<file path="src/rtl/wb_host_master_pkg.sv">
// Shared types and bus constants for the Wishbone host master.
// The address step helper keeps the beat-increment rule in one place.
package wb_host_pkg;

  localparam int WB_ADR_W    = 32;
  localparam int WB_DAT_W    = 32;
  localparam int WB_SEL_W    = 4;
  localparam int WB_ADR_STEP = 4;

  typedef enum logic [1:0] {
    IDLE    = 2'd0,
    WAIT_WD = 2'd1,
    STROBE  = 2'd2,
    RESP    = 2'd3
  } wbh_state_e;

  // Wraps naturally at 2^32 because the result is truncated to the bus width.
  function automatic logic [WB_ADR_W-1:0] next_beat_adr(input logic [WB_ADR_W-1:0] adr);
    return adr + 32'(WB_ADR_STEP);
  endfunction

endpackage

</file>
<file path="src/rtl/wb_host_master_if.sv">
// Wishbone classic bus bundle between the host master and the user-area slave.
// Signal names follow the master's point of view.
interface wb_host_master_if;
  import wb_host_pkg::*;

  logic                wbm_cyc_o;
  logic                wbm_stb_o;
  logic                wbm_we_o;
  logic [WB_ADR_W-1:0] wbm_adr_o;
  logic [WB_DAT_W-1:0] wbm_dat_o;
  logic [WB_SEL_W-1:0] wbm_sel_o;
  logic                wbm_ack_i;
  logic [WB_DAT_W-1:0] wbm_dat_i;

  modport master (
    output wbm_cyc_o, wbm_stb_o, wbm_we_o, wbm_adr_o, wbm_dat_o, wbm_sel_o,
    input  wbm_ack_i, wbm_dat_i
  );

  modport slave (
    input  wbm_cyc_o, wbm_stb_o, wbm_we_o, wbm_adr_o, wbm_dat_o, wbm_sel_o,
    output wbm_ack_i, wbm_dat_i
  );

endinterface

</file>
<file path="src/rtl/wb_host_master_timeout.sv">
// Saturating ack-timeout counter. hit_o flags the cycle in which the count
// of strobe cycles reaches TIMEOUT_CYCLES, so stb is high exactly that long.
module wbm_timeout #(
  parameter int TIMEOUT_CYCLES = 255
) (
  input  logic clk_i,
  input  logic rst_ni,
  input  logic clr_i,
  input  logic en_i,
  output logic hit_o
);

  localparam logic [15:0] LIMIT = 16'(TIMEOUT_CYCLES);

  logic [15:0] count_q;
  logic [15:0] count_d;

  // Next count: clear outside the strobe phase, otherwise count up and stick at the limit.
  always_comb begin
    count_d = count_q;
    if (clr_i) begin
      count_d = 16'd0;
    end else if (en_i && (count_q != LIMIT)) begin
      count_d = count_q + 16'd1;
    end else begin
      count_d = count_q;
    end
  end

  // Counter register.
  always_ff @(posedge clk_i or negedge rst_ni) begin
    if (!rst_ni) begin
      count_q <= 16'd0;
    end else begin
      count_q <= count_d;
    end
  end

  assign hit_o = en_i && !clr_i && (count_q >= (LIMIT - 16'd1));

endmodule

</file>
<file path="src/rtl/wb_host_master.sv">
// Wishbone classic-cycle initiator: turns burst commands into single-beat
// transfers with incrementing addresses and one response per beat.
module wb_host_master
  import wb_host_pkg::*;
#(
  parameter int TIMEOUT_CYCLES = 255,
  parameter int LEN_W          = 4
) (
  input  logic                wb_clk_i,
  input  logic                wb_rst_ni,

  input  logic                cmd_valid,
  output logic                cmd_ready,
  input  logic                cmd_we,
  input  logic [WB_ADR_W-1:0] cmd_adr,
  input  logic [WB_SEL_W-1:0] cmd_sel,
  input  logic [LEN_W-1:0]    cmd_len,

  input  logic                wd_valid,
  output logic                wd_ready,
  input  logic [WB_DAT_W-1:0] wd_data,

  output logic                rsp_valid,
  input  logic                rsp_ready,
  output logic [WB_DAT_W-1:0] rsp_data,
  output logic                rsp_err,
  output logic                rsp_last,

  output logic                busy,

  wb_host_master_if.master    wbm
);

  wbh_state_e          state_q;
  logic                cmd_ready_q;
  logic                busy_q;
  logic                cyc_q;
  logic                stb_q;
  logic                we_q;
  logic [WB_ADR_W-1:0] adr_q;
  logic [WB_DAT_W-1:0] dat_q;
  logic [WB_SEL_W-1:0] sel_q;
  logic [LEN_W-1:0]    beats_left_q;
  logic                wd_ready_q;
  logic                rsp_valid_q;
  logic [WB_DAT_W-1:0] rsp_data_q;
  logic                rsp_err_q;
  logic                rsp_last_q;
  logic                to_hit_s;
  logic                last_beat_s;

  assign last_beat_s = (beats_left_q == {LEN_W{1'b0}});

  wbm_timeout #(
    .TIMEOUT_CYCLES (TIMEOUT_CYCLES)
  ) u_timeout (
    .clk_i  (wb_clk_i),
    .rst_ni (wb_rst_ni),
    .clr_i  (state_q != STROBE),
    .en_i   (stb_q),
    .hit_o  (to_hit_s)
  );

  // Burst sequencer; every bus and handshake output comes straight from a register.
  always_ff @(posedge wb_clk_i or negedge wb_rst_ni) begin
    if (!wb_rst_ni) begin
      state_q      <= IDLE;
      cmd_ready_q  <= 1'b0;
      busy_q       <= 1'b0;
      cyc_q        <= 1'b0;
      stb_q        <= 1'b0;
      we_q         <= 1'b0;
      adr_q        <= {WB_ADR_W{1'b0}};
      dat_q        <= {WB_DAT_W{1'b0}};
      sel_q        <= {WB_SEL_W{1'b0}};
      beats_left_q <= {LEN_W{1'b0}};
      wd_ready_q   <= 1'b0;
      rsp_valid_q  <= 1'b0;
      rsp_data_q   <= {WB_DAT_W{1'b0}};
      rsp_err_q    <= 1'b0;
      rsp_last_q   <= 1'b0;
    end else begin
      wd_ready_q <= 1'b0;
      case (state_q)
        IDLE: begin
          if (cmd_valid && cmd_ready_q) begin
            cmd_ready_q  <= 1'b0;
            busy_q       <= 1'b1;
            cyc_q        <= 1'b1;
            we_q         <= cmd_we;
            adr_q        <= cmd_adr;
            sel_q        <= cmd_sel;
            beats_left_q <= cmd_len;
            if (cmd_we) begin
              state_q <= WAIT_WD;
            end else begin
              stb_q   <= 1'b1;
              state_q <= STROBE;
            end
          end else begin
            cmd_ready_q <= 1'b1;
          end
        end

        WAIT_WD: begin
          if (wd_valid) begin
            dat_q   <= wd_data;
            stb_q   <= 1'b1;
            state_q <= STROBE;
          end else begin
            state_q <= WAIT_WD;
          end
        end

        // Ack is checked before the timeout so a last-moment ack still succeeds.
        STROBE: begin
          if (wbm.wbm_ack_i) begin
            stb_q       <= 1'b0;
            rsp_valid_q <= 1'b1;
            rsp_err_q   <= 1'b0;
            rsp_last_q  <= last_beat_s;
            rsp_data_q  <= we_q ? {WB_DAT_W{1'b0}} : wbm.wbm_dat_i;
            wd_ready_q  <= we_q;
            state_q     <= RESP;
          end else if (to_hit_s) begin
            stb_q       <= 1'b0;
            rsp_valid_q <= 1'b1;
            rsp_err_q   <= 1'b1;
            rsp_last_q  <= 1'b1;
            rsp_data_q  <= {WB_DAT_W{1'b0}};
            state_q     <= RESP;
          end else begin
            state_q <= STROBE;
          end
        end

        RESP: begin
          if (rsp_ready) begin
            rsp_valid_q <= 1'b0;
            rsp_err_q   <= 1'b0;
            rsp_last_q  <= 1'b0;
            rsp_data_q  <= {WB_DAT_W{1'b0}};
            if (rsp_last_q) begin
              cyc_q       <= 1'b0;
              busy_q      <= 1'b0;
              cmd_ready_q <= 1'b1;
              state_q     <= IDLE;
            end else begin
              adr_q        <= next_beat_adr(adr_q);
              beats_left_q <= beats_left_q - {{(LEN_W-1){1'b0}}, 1'b1};
              if (we_q) begin
                state_q <= WAIT_WD;
              end else begin
                stb_q   <= 1'b1;
                state_q <= STROBE;
              end
            end
          end else begin
            state_q <= RESP;
          end
        end

        default: begin
          state_q     <= IDLE;
          cyc_q       <= 1'b0;
          stb_q       <= 1'b0;
          busy_q      <= 1'b0;
          rsp_valid_q <= 1'b0;
          cmd_ready_q <= 1'b0;
        end
      endcase
    end
  end

  assign cmd_ready     = cmd_ready_q;
  assign busy          = busy_q;
  assign wd_ready      = wd_ready_q;
  assign rsp_valid     = rsp_valid_q;
  assign rsp_data      = rsp_data_q;
  assign rsp_err       = rsp_err_q;
  assign rsp_last      = rsp_last_q;
  assign wbm.wbm_cyc_o = cyc_q;
  assign wbm.wbm_stb_o = stb_q;
  assign wbm.wbm_we_o  = we_q;
  assign wbm.wbm_adr_o = adr_q;
  assign wbm.wbm_dat_o = dat_q;
  assign wbm.wbm_sel_o = sel_q;

endmodule

</file>
<file path="src/flat_wrapper.sv">
// flat-port wrapper written by rule: the top's interface ports become plain ports
module wb_host_master_flat import wb_host_pkg::*;
#(
  parameter int TIMEOUT_CYCLES = 255,
  parameter int LEN_W          = 4
)
  (wb_clk_i, wb_rst_ni, cmd_valid, cmd_ready, cmd_we, cmd_adr, cmd_sel, cmd_len, wd_valid, wd_ready, wd_data, rsp_valid, rsp_ready, rsp_data, rsp_err, rsp_last, busy, wbm_wbm_cyc_o, wbm_wbm_stb_o, wbm_wbm_we_o, wbm_wbm_adr_o, wbm_wbm_dat_o, wbm_wbm_sel_o, wbm_wbm_ack_i, wbm_wbm_dat_i);
  wb_host_master_if wbm_i ();
  input  logic wb_clk_i;
  input  logic wb_rst_ni;
  input  logic cmd_valid;
  output logic cmd_ready;
  input  logic cmd_we;
  input  logic [WB_ADR_W-1:0] cmd_adr;
  input  logic [WB_SEL_W-1:0] cmd_sel;
  input  logic [LEN_W-1:0] cmd_len;
  input  logic wd_valid;
  output logic wd_ready;
  input  logic [WB_DAT_W-1:0] wd_data;
  output logic rsp_valid;
  input  logic rsp_ready;
  output logic [WB_DAT_W-1:0] rsp_data;
  output logic rsp_err;
  output logic rsp_last;
  output logic busy;
  output wire logic [$bits(wbm_i.wbm_cyc_o)-1:0] wbm_wbm_cyc_o;
  output wire logic [$bits(wbm_i.wbm_stb_o)-1:0] wbm_wbm_stb_o;
  output wire logic [$bits(wbm_i.wbm_we_o)-1:0] wbm_wbm_we_o;
  output wire logic [$bits(wbm_i.wbm_adr_o)-1:0] wbm_wbm_adr_o;
  output wire logic [$bits(wbm_i.wbm_dat_o)-1:0] wbm_wbm_dat_o;
  output wire logic [$bits(wbm_i.wbm_sel_o)-1:0] wbm_wbm_sel_o;
  input wire logic [$bits(wbm_i.wbm_ack_i)-1:0] wbm_wbm_ack_i;
  input wire logic [$bits(wbm_i.wbm_dat_i)-1:0] wbm_wbm_dat_i;
  assign wbm_wbm_cyc_o = wbm_i.wbm_cyc_o;
  assign wbm_wbm_stb_o = wbm_i.wbm_stb_o;
  assign wbm_wbm_we_o = wbm_i.wbm_we_o;
  assign wbm_wbm_adr_o = wbm_i.wbm_adr_o;
  assign wbm_wbm_dat_o = wbm_i.wbm_dat_o;
  assign wbm_wbm_sel_o = wbm_i.wbm_sel_o;
  assign wbm_i.wbm_ack_i = wbm_wbm_ack_i;
  assign wbm_i.wbm_dat_i = wbm_wbm_dat_i;
  wb_host_master #(.TIMEOUT_CYCLES(TIMEOUT_CYCLES), .LEN_W(LEN_W)) u_core (.wb_clk_i(wb_clk_i), .wb_rst_ni(wb_rst_ni), .cmd_valid(cmd_valid), .cmd_ready(cmd_ready), .cmd_we(cmd_we), .cmd_adr(cmd_adr), .cmd_sel(cmd_sel), .cmd_len(cmd_len), .wd_valid(wd_valid), .wd_ready(wd_ready), .wd_data(wd_data), .rsp_valid(rsp_valid), .rsp_ready(rsp_ready), .rsp_data(rsp_data), .rsp_err(rsp_err), .rsp_last(rsp_last), .busy(busy), .wbm(wbm_i));
endmodule
</file>
<file path="config.mk">
export PLATFORM = sky130hd
export DESIGN_NAME = wb_host_master_flat
export DESIGN_NICKNAME = d
export VERILOG_FILES = /design/src/rtl/wb_host_master_pkg.sv /design/src/rtl/wb_host_master_if.sv /design/src/rtl/wb_host_master_timeout.sv /design/src/rtl/wb_host_master.sv /design/src/flat_wrapper.sv
export SDC_FILE = /design/constraint.sdc
export NUM_CORES = 1
export LEC_CHECK = 0
export BUFFER_PORTS_ARGS = -buffer_cell sky130_fd_sc_hd__buf_2
export CORE_AREA = 2 2 136 138
export DETAILED_ROUTE_END_ITERATION = 10
export DIE_AREA = 0 0 138 140
export PLACE_DENSITY = 0.73
export SETUP_SLACK_MARGIN = 0.3
export SYNTH_ARGS = -nofsm -noshare
export SYNTH_HDL_FRONTEND = slang
export SYNTH_SLANG_ARGS = --single-unit
export TNS_END_PERCENT = 5
</file>
<file path="constraint.sdc">
create_clock -name wb_clk_i -period 1.75 [get_ports wb_clk_i]
set_input_delay 0.2625 -clock wb_clk_i [delete_from_list [all_inputs] [get_ports wb_clk_i]]
set_output_delay 0.2625 -clock wb_clk_i [all_outputs]
set_load 0.01 [all_outputs]
</file>
==> flow_summary.yaml <==
synth:
  ys_ff_latch: 130
  synth_top_area_share: 0.517
  synth_area_leaders: "dfrtp_1 52%, mux2_2 5.9%, a32o_1 4.1%"
  synthTopCellsByCount: "130 x dfrtp_1, 62 x nand2_1, 37 x o21ai_0, 35 x a21oi_1, 33 x mux2_2"
  synthArstFlopShare: 1.00
  yosysTopAreaCell: "dfrtp_1"
  synth-warning-count: 0
  synth.most_common_cell: "dfrtp_1"
  syn-num-nets: 719
  synth_ff_type: "dfrtp_1"
  synth_area_per_cell_um2: 10.4
  synth_cells: 604
  synth-seq-area-share: 0.517
  synth.distinct_cells: 59
  synth_edf_count: 0
  synthesis.area_um2: 6290
floorplanning:
  ios: 220
  die_w_um: 138
  start_util: 0.354
  dieArea_um2: 19300
  core_area_um2: 17800
  die_h_um: 140
  row_count: 49
place:
  dp_hpwl_um: 13200
  place_congestion: 0.868
  io_buffers: 219
  numPlacedInstances: 1083
  place_ws_ps: -39.4
setup_path:
  crit_buf_inv: 1
  critPathRequiredTime_ps: 2100
  crit_path_start_kind: "flop"
  cp-end-kind: "flop"
  cpPeakStageDelay_ps: 550
  path_cells: "or4_4, or2_4, o21bai_4, buf_12, a32o_1"
  reg2reg_from: "u_core.u_timeout.count_q[15]"
  r2r_slack_ps: -50
  cpLargestDelayFamily: "simple AND/OR/NAND/NOR gates"
  crit_arrival_ps: 2150
  critPathKind: "reg2reg"
  rr_worst_depth: 5
  r2r_end: "u_core.rsp_data[3]"
  cp_max_fo: 27
  cp-startpoint: "u_core.u_timeout.count_q[15]"
  cp_slowest_cell: "or4_4"
detailed_routing:
  route.antenna.remaining_nets: 0
  drt-total-wl_um: 19600
  vias_per_cell: 5.45
  vias: 6084
  first_pass_iters: 5
  drt_iter0_drc: 290
  detail_route.wl_per_cell_um: 17.5
  drc: 0
hold_path:
  holdCritStartpoint: "cmd_sel[2]"
  min_path_cells: 3
  worstHoldPathType: "in2reg"
  min_to: "u_core.wbm.wbm_sel_o[2]"
sta:
  timing.final.ws_setup_ps: -53.6
  tightestPinTransition_ps: 375
  fin_skew_ps: 10.2
  final.min_clock_period_ps: 1800
  finalSetupViolCount: 27
  report.final.hold_viol_count: 0
  rsz0062_at_grt: "yes"
  timing.fmax_mhz: 554
  setup_tns_ps: -1000
  maxSlewViolCount: 0
  slew_headroom: 0.747
  finalCritPeriodShare: 1.03
status:
  outcome: "finished, violations left"
  violations: "negative setup slack"
clock_tree:
  htreeDepth: 4
  clockBufferDepth: 2
  cts_tree: "done"
  path_clk_slew_ps: 60
  post_cts_buffers: 0
  clkSinkCount: 130
  cts-root-buf: "clkbuf_16"
  numCtsBuffers: 17
  clock_latency_ps: 420
layout:
  fill_cells: 1567
  fin_nets: 989
  fin_util: 0.532
  drive_above_1_share: 0.511
  syn_to_final_growth_pct: 50.5
  fin_cells: 1117
pwr:
  p_per_area_nw_per_um2: 1780
  pwr-share-seq: 0.315
  switching_share: 0.392
  vdd_ir_drop_max_uv: 1090
  power.switching_uw: 6590
  comb_power_share: 0.467
  totalPowerFinal_uw: 16800
  p_int_uw: 10200
  p_leak_uw: 0.00446
  clkPwrFrac: 0.218
job:
  maxCapViolCount: 0
global_routing:
  grt_pass1_wl_um: 32100
  antenna_found_initial: 2
  overflow: 0
  grt_start_max_net_pins: 72
  grt_pass1_vias: 6105
  grt.total_usage: 0.204
placed cells by master (no fill, tap or decap), drive strengths merged, types with 9 or more instances in the layout:
master / count
a21oi: 35
a311oi: 9
a32o: 26
and3: 13
and4: 10
buf: 292
clkbuf: 18
dfrtp: 130
inv: 17
mux2: 33
nand2: 62
nand3: 32
nand4: 14
nor2: 22
o211ai: 11
o21ai: 37
o22ai: 13
or3: 17
per-layer routing:
layer  track usage  wire, um
met1         0.260      8400
met2         0.339      9700
met3        0.0550      1150
met4        0.0644       351
met5             0         0
flip-flops by register name, summed over array words and instances, names as in the netlist:
signal                    cells
u_core.rsp_data              32
u_core.wbm.wbm_adr_o         32
u_core.wbm.wbm_dat_o         32
u_core.u_timeout.count_q     16
u_core.beats_left_q           4
u_core.wbm.wbm_sel_o          4
u_core.state_q                2
u_core.cmd_ready              1
u_core.rsp_err                1
u_core.rsp_last               1
u_core.rsp_valid              1
u_core.wbm.wbm_cyc_o          1
u_core.wbm.wbm_stb_o          1
u_core.wbm.wbm_we_o           1
u_core.wd_ready               1
cell families (layout without fill, tap and decap cells):
family | after synthesis | after routing | share of synthesized area
AO/OA/AOI/OAI | 169 | 169 | 0.187
XOR/XNOR | 1 | 1 | 0.00139
adder cells (fa/ha/maj) | 4 | 4 | 0.00796
buffers and inverters | 51 | 334 | 0.0370
flip-flops | 130 | 130 | 0.517
multiplexers | 38 | 38 | 0.0671
other | 0 | 1 | 0
AND/OR/NAND/NOR | 211 | 211 | 0.182
power groups by stage:
| stage | clock [uW] | sequential [uW] | combinational, uW |
|---|---|---|---|
| final | 3660 | 5290 | 7850 |
| after floorplan | 0 | 5720 | 3050 |
| after global routing | 3890 | 5480 | 8520 |
| after CTS | 3730 | 5220 | 7480 |
| after global placement | 0 | 5120 | 6550 |
| after detailed placement | 0 | 5160 | 6680 |
worst register-to-register path, stage by stage (launching register included):
cell and delay [ps]:
dfrtp_1 390, or4_4 550, or2_4 270, o21bai_4 170
buf_12 190, a32o_1 180
metrics by stage:
stage / hold slack (ps) / instance area [um2]
floorplan: -33.1 / 6290
global placement: 74.3 / 8150
detailed placement: 70.5 / 8150
CTS: 13.0 / 9240
global route: 28.0 / 9460
finish: 26.2 / 9460
how the worst max path moves through the flow:
| stage | endpoint | slack [ps] | cells after the start |
|---|---|---|---|
| 6_report | u_core.rsp_data[3] | -50 | 5 |
| 2_1_floorplan | u_core.rsp_valid | -50 | 5 |
| 4_1_cts | u_core.rsp_data[23] | -50 | 5 |
| 5_1_grt | u_core.rsp_data[13] | -120 | 5 |
| 3_5_place_dp | u_core.rsp_data[23] | -40 | 5 |
| 3_3_place_gp | u_core.rsp_data[7] | -10 | 5 |
final cells by class:
type	instances	area [um2]	area share
clock inverters	14	166	0.0176
well taps	229	287	0.0303
multi-input cells	423	3440	0.364
flip-flops and latches	130	3260	0.344
diodes	1	2.50	0.000264
clock buffers	18	439	0.0464
repair buffers	293	1830	0.194
inverters	9	33.8	0.00357
repair_timing:
item | CTS | global route
setup endpoints to repair | 120 | 122
hold endpoints to repair | 130 | 0
resized for setup | 122 | 47
hold buffers | 1 | 0
pin swaps | 79 | 60
Note: power is estimated with default switching activity, not from simulation.
